==> src/rtl/instruction_memory_loader_if.sv <==
// instruction_memory_loader_if: word source / memory write-port bundle for the loader.
interface instruction_memory_loader_if #(parameter int CNT_W = 7);
  logic             inicio;
  logic [63:0]      base;
  logic             instr_valid;
  logic [31:0]      instr_in;
  logic             fin;
  logic             instr_ready;
  logic             mem_we;
  logic [63:0]      mem_direccion;
  logic [31:0]      mem_instruccion;
  logic             ocupado;
  logic             listo;
  logic             error;
  logic [CNT_W-1:0] palabras;
  modport master (
    output inicio, base, instr_valid, instr_in, fin,
    input  instr_ready, mem_we, mem_direccion, mem_instruccion, ocupado, listo, error, palabras
  );
  modport slave (
    input  inicio, base, instr_valid, instr_in, fin,
    output instr_ready, mem_we, mem_direccion, mem_instruccion, ocupado, listo, error, palabras
  );
endinterface

==> src/rtl/instruction_memory_loader.sv <==
// instruction_memory_loader: streams instruction words into memory at consecutive word addresses.
module instruction_memory_loader #(
  parameter int DEPTH = 64,
  parameter int CNT_W = 7
) (
  input logic                         clk,
  input logic                         reset,
  instruction_memory_loader_if.slave  bus
);
  typedef enum logic [1:0] {IDLE, CARGA, FIN} state_t;
  localparam logic [CNT_W-1:0] DEPTH_C = CNT_W'(DEPTH);
  state_t           state_q;
  logic [63:0]      base_q, dir_q;
  logic [31:0]      instr_q;
  logic [CNT_W-1:0] palabras_q, palabras_d;
  logic             we_q, error_q, ready, xfer;
  assign ready      = state_q == CARGA && palabras_q < DEPTH_C;
  assign xfer       = bus.instr_valid && ready;
  assign palabras_d = palabras_q + CNT_W'(1);
  always_ff @(posedge clk or posedge reset) begin
    if (reset) begin
      state_q    <= IDLE;
      base_q     <= '0;
      dir_q      <= '0;
      instr_q    <= '0;
      palabras_q <= '0;
      we_q       <= 1'b0;
      error_q    <= 1'b0;
    end else begin
      we_q <= xfer;
      if (xfer) begin
        dir_q      <= base_q + 64'({palabras_q, 2'b00});
        instr_q    <= bus.instr_in;
        palabras_q <= palabras_d;
      end
      case (state_q)
        IDLE:
          if (bus.inicio) begin
            if (bus.base[1:0] == 2'b00) begin
              base_q     <= bus.base;
              palabras_q <= '0;
              error_q    <= 1'b0;
              state_q    <= CARGA;
            end else error_q <= 1'b1;
          end
        // Filling to DEPTH without fin is a fault; an exact fill with fin is not.
        CARGA:
          if (xfer && (bus.fin || palabras_d == DEPTH_C)) begin
            state_q <= FIN;
            error_q <= !bus.fin;
          end
        FIN:     state_q <= IDLE;
        default: state_q <= IDLE;
      endcase
    end
  end
  assign bus.instr_ready     = ready;
  assign bus.mem_we          = we_q;
  assign bus.mem_direccion   = dir_q;
  assign bus.mem_instruccion = instr_q;
  assign bus.ocupado         = state_q == CARGA;
  assign bus.listo           = state_q == FIN;
  assign bus.error           = error_q;
  assign bus.palabras        = palabras_q;
endmodule

==> src/flat_wrapper.sv <==
// flat-port wrapper written by rule: the top's interface ports become plain ports
module instruction_memory_loader_flat 
#(
  parameter int DEPTH = 64,
  parameter int CNT_W = 7
)
  (clk, reset, bus_inicio, bus_base, bus_instr_valid, bus_instr_in, bus_fin, bus_instr_ready, bus_mem_we, bus_mem_direccion, bus_mem_instruccion, bus_ocupado, bus_listo, bus_error, bus_palabras);
  instruction_memory_loader_if #(.CNT_W(CNT_W)) bus_i ();
  input logic clk;
  input logic reset;
  input wire logic [$bits(bus_i.inicio)-1:0] bus_inicio;
  input wire logic [$bits(bus_i.base)-1:0] bus_base;
  input wire logic [$bits(bus_i.instr_valid)-1:0] bus_instr_valid;
  input wire logic [$bits(bus_i.instr_in)-1:0] bus_instr_in;
  input wire logic [$bits(bus_i.fin)-1:0] bus_fin;
  output wire logic [$bits(bus_i.instr_ready)-1:0] bus_instr_ready;
  output wire logic [$bits(bus_i.mem_we)-1:0] bus_mem_we;
  output wire logic [$bits(bus_i.mem_direccion)-1:0] bus_mem_direccion;
  output wire logic [$bits(bus_i.mem_instruccion)-1:0] bus_mem_instruccion;
  output wire logic [$bits(bus_i.ocupado)-1:0] bus_ocupado;
  output wire logic [$bits(bus_i.listo)-1:0] bus_listo;
  output wire logic [$bits(bus_i.error)-1:0] bus_error;
  output wire logic [$bits(bus_i.palabras)-1:0] bus_palabras;
  assign bus_i.inicio = bus_inicio;
  assign bus_i.base = bus_base;
  assign bus_i.instr_valid = bus_instr_valid;
  assign bus_i.instr_in = bus_instr_in;
  assign bus_i.fin = bus_fin;
  assign bus_instr_ready = bus_i.instr_ready;
  assign bus_mem_we = bus_i.mem_we;
  assign bus_mem_direccion = bus_i.mem_direccion;
  assign bus_mem_instruccion = bus_i.mem_instruccion;
  assign bus_ocupado = bus_i.ocupado;
  assign bus_listo = bus_i.listo;
  assign bus_error = bus_i.error;
  assign bus_palabras = bus_i.palabras;
  instruction_memory_loader #(.DEPTH(DEPTH), .CNT_W(CNT_W)) u_core (.clk(clk), .reset(reset), .bus(bus_i));
endmodule
==> config.mk <==
export PLATFORM = sky130hd
export DESIGN_NAME = instruction_memory_loader_flat
export DESIGN_NICKNAME = d
export VERILOG_FILES = /design/src/rtl/instruction_memory_loader_if.sv /design/src/rtl/instruction_memory_loader.sv /design/src/flat_wrapper.sv
export SDC_FILE = /design/constraint.sdc
export NUM_CORES = 1
export LEC_CHECK = 0
export CAP_MARGIN = 20
export CORE_MARGIN = 2
export CORE_UTILIZATION = 53
export DETAILED_ROUTE_END_ITERATION = 10
export HOLD_SLACK_MARGIN = 0.12
export PLACE_DENSITY_LB_ADDON = 0.08
export SYNTH_ARGS = -nofsm -noshare
export SYNTH_HDL_FRONTEND = slang
export SYNTH_SLANG_ARGS = --single-unit
==> constraint.sdc <==
create_clock -name clk -period 12.7 [get_ports clk]
set_input_delay 1.27 -clock clk [delete_from_list [all_inputs] [get_ports clk]]
set_output_delay 1.27 -clock clk [all_outputs]
set_load 0.01 [all_outputs]
==> qor.yml <==
grt_use_total_pct: 24.9
synth.most_common_cell: "nand2_1"
die_h_microns: 126
setup_viol: 0
syn2layout_area_growth_pct: 36.9
fillers: 1052
syn_inst: 775
ys_top_cells_by_count: "198 x nand2_1, 171 x dfrtp_1, 68 x o21ai_0"
ir_drop_mv: 0.129
hold_buffers: 0
cts.sinks: 171
grt_pass1_vias: 6371
antennaDiodeCount: 0
cts_made_buffers: 17
synth_area_sq_mm: 0.00785
hp-class: "flop to flop"
drtIter0Drc: 395
drv_cap: 0
grt_pass1_wl_microns: 31600
via_count: 6365
fin_worst_skew_ns: 0.00879
cts_tree: "yes"
clk_pin_slew_ns: 0.07
dp.cells: 1137
max_slew_margin_pct: 36.2
cts_root_buffer: "clkbuf_16"
hpwlAfterDp_microns: 13400
clk_path_buf_depth: 2
report.final.slew_viol_count: 0
crit_arrival_ns: 3.84
synth_area_leaders: "dfrtp_1 54%, nand2_1 9.5%, mux2_2 8.2%"
insertion_delay_ns: 0.42
wire_per_inst_microns: 16.8
cp.required_ns: 13.05
fin_setup_tns_ns: 0
wl_microns: 19600
ys_ff_latch: 171
worst-setup-path-type: "flop to flop"
cp-start-kind: "flop"
synth_cell_types: 49
grt_max_degree: 100
synth_top_area_cell: "dfrtp_1"
synth_top_area_share_pct: 54.5
grt_setup_unrepaired: "no"
ctsResizeCount: 0
fin_crit_sh_pct: 27.5
internal_power_mw: 1.66
die_w_microns: 126
power_frac_seq_pct: 40.4
final_cell_count_no_fill: 1169
first_pass_iters: 5
total_power_mw: 2.49
overflow: 0
portBuffers: 208
antenna_found_initial: 0
antenna_left: 0
switching_share_pct: 33.3
async_flop_share_pct: 100
power_density_mw_per_mm2: 232
avgSynthCellArea_sq_um: 10.1
comb_power_share_pct: 36.1
num_rows: 44
synth_edf_count: 0
dieArea_sq_mm: 0.0158
start_util_pct: 54.2
hold_viol_final: 0
p_clk_share_pct: 23.5
cts_setup_buffers: 0
htreeDepth: 4
critPathCaptureType: "flop"
outcome: "finished clean"
fmaxAchievable_mhz: 287
p_leak_nw: 4.59
tightest_slew_ns: 0.956
syn-num-nets: 885
num_io_pins: 209
post-route-drc-count: 0
p_switching_mw: 0.829
drive_gt1_share_pct: 10.8
cp_max_fo: 17
nNetsFinal: 1083
fin_crit_ns: 3.49
ys_seq_area_share_pct: 54.5
holdWs_ns: 0.470
synth_top_flop_cell: "dfrtp_1"
yosys_warnings: 0
gp_congestion: 0.785
via_per_inst: 5.44
coreArea_sq_mm: 0.0145
cells by family (layout without fill, tap and decap cells):
| kind of cell | Yosys count | count (layout) | share of synthesized area (%) |
|---|---|---|---|
| compound gates | 96 | 96 | 6.82 |
| xor+xnor | 61 | 61 | 6.80 |
| fa+ha+maj | 9 | 9 | 1.53 |
| buf+inv | 49 | 259 | 2.74 |
| flops | 171 | 171 | 54.5 |
| mux | 57 | 57 | 8.17 |
| simple gates | 332 | 332 | 19.4 |
flip-flops by register name, summed over array words and instances (netlist names):
register and count:
u_core.bus.mem_we 1, u_core.bus.error 1, u_core.state_q 2, u_core.base_q 64
u_core.bus.mem_instruccion 32, u_core.bus.mem_direccion 64, u_core.bus.palabras 7
worst max-delay path, cell delays in order (launching register included):
cell and delay [ns]:
dfrtp_1 0.44, ha_1 0.26, inv_1 0.07, fa_1 0.42, nand2b_1 0.18, a21oi_1 0.24
o21a_1 0.63, nand4_1 0.42, or4_1 0.57, a31oi_1 0.17
final timing paths:
| check | start | end | slack [ns] | cells past startpoint |
|---|---|---|---|---|
| setup / recovery | u_core.bus.palabras[0] | u_core.bus.mem_direccion[60] | 9.21 | 9 |
| hold / removal | u_core.base_q[0] | u_core.bus.mem_direccion[0] | 0.47 | 2 |
| setup reg to reg | u_core.bus.palabras[0] | u_core.bus.mem_direccion[60] | 9.21 | 9 |
| hold reg to reg | u_core.base_q[0] | u_core.bus.mem_direccion[0] | 0.47 | 2 |
| max in group asynchronous | reset | u_core.base_q[5] | 10.13 | 4 |
| min in group asynchronous | reset | u_core.base_q[43] | 1.34 | 2 |
per-layer routing:
metal	vias up	share of wire, %	global-route usage (%)
met4	0	0.94	5.82
met1	3096	42	31.6
met3	19	6.0	5.99
li1	3029	-	-
met2	221	51	43.6
met5	-	0	0
per-stage QoR:
step	util [%]	setup WS, ns	area [sq um]
after floorplan	-	6.80	7850
after global placement	69.5	8.90	10100
after detailed placement	69.5	8.79	10100
after CTS	74.0	9.20	10700
after global routing	74.2	8.99	10700
final	74.2	9.21	10700
power by group through the flow:
stage	clock (mW)	sequential, mW	combinational [mW]
finish	0.584	1.01	0.899
global route	0.613	1.04	0.984
floorplan	0	1.03	0.414
detailed placement	0	1.01	0.899
CTS	0.592	1.00	0.908
global placement	0	0.993	0.868
final cells by class:
| class | instances | area [sq um] | area share, % |
|---|---|---|---|
| clock buffer | 19 | 443 | 4.12 |
| clock inverter | 12 | 220 | 2.05 |
| inverter | 14 | 57.6 | 0.535 |
| multi-input combinational | 555 | 3370 | 31.4 |
| sequential | 171 | 4280 | 39.8 |
| tap | 184 | 230 | 2.14 |
| timing repair buffer | 214 | 2150 | 20.0 |
placed cells by master (no fill, tap or decap), drive strengths merged, types with 6 or more instances in the layout:
cell / count
buf: 6
and3: 9
a21oi: 7
xnor2: 30
nor2: 23
and4: 8
clkdlybuf4s50: 208
bufinv: 6
nand3: 24
nand2b: 6
ha: 8
xor2: 31
nand4: 18
dfrtp: 171
mux2: 57
nand2: 198
nor4: 6
clkbuf: 19
o21ai: 69
inv: 14
nor3: 18
(Power assumes the default switching activity.)
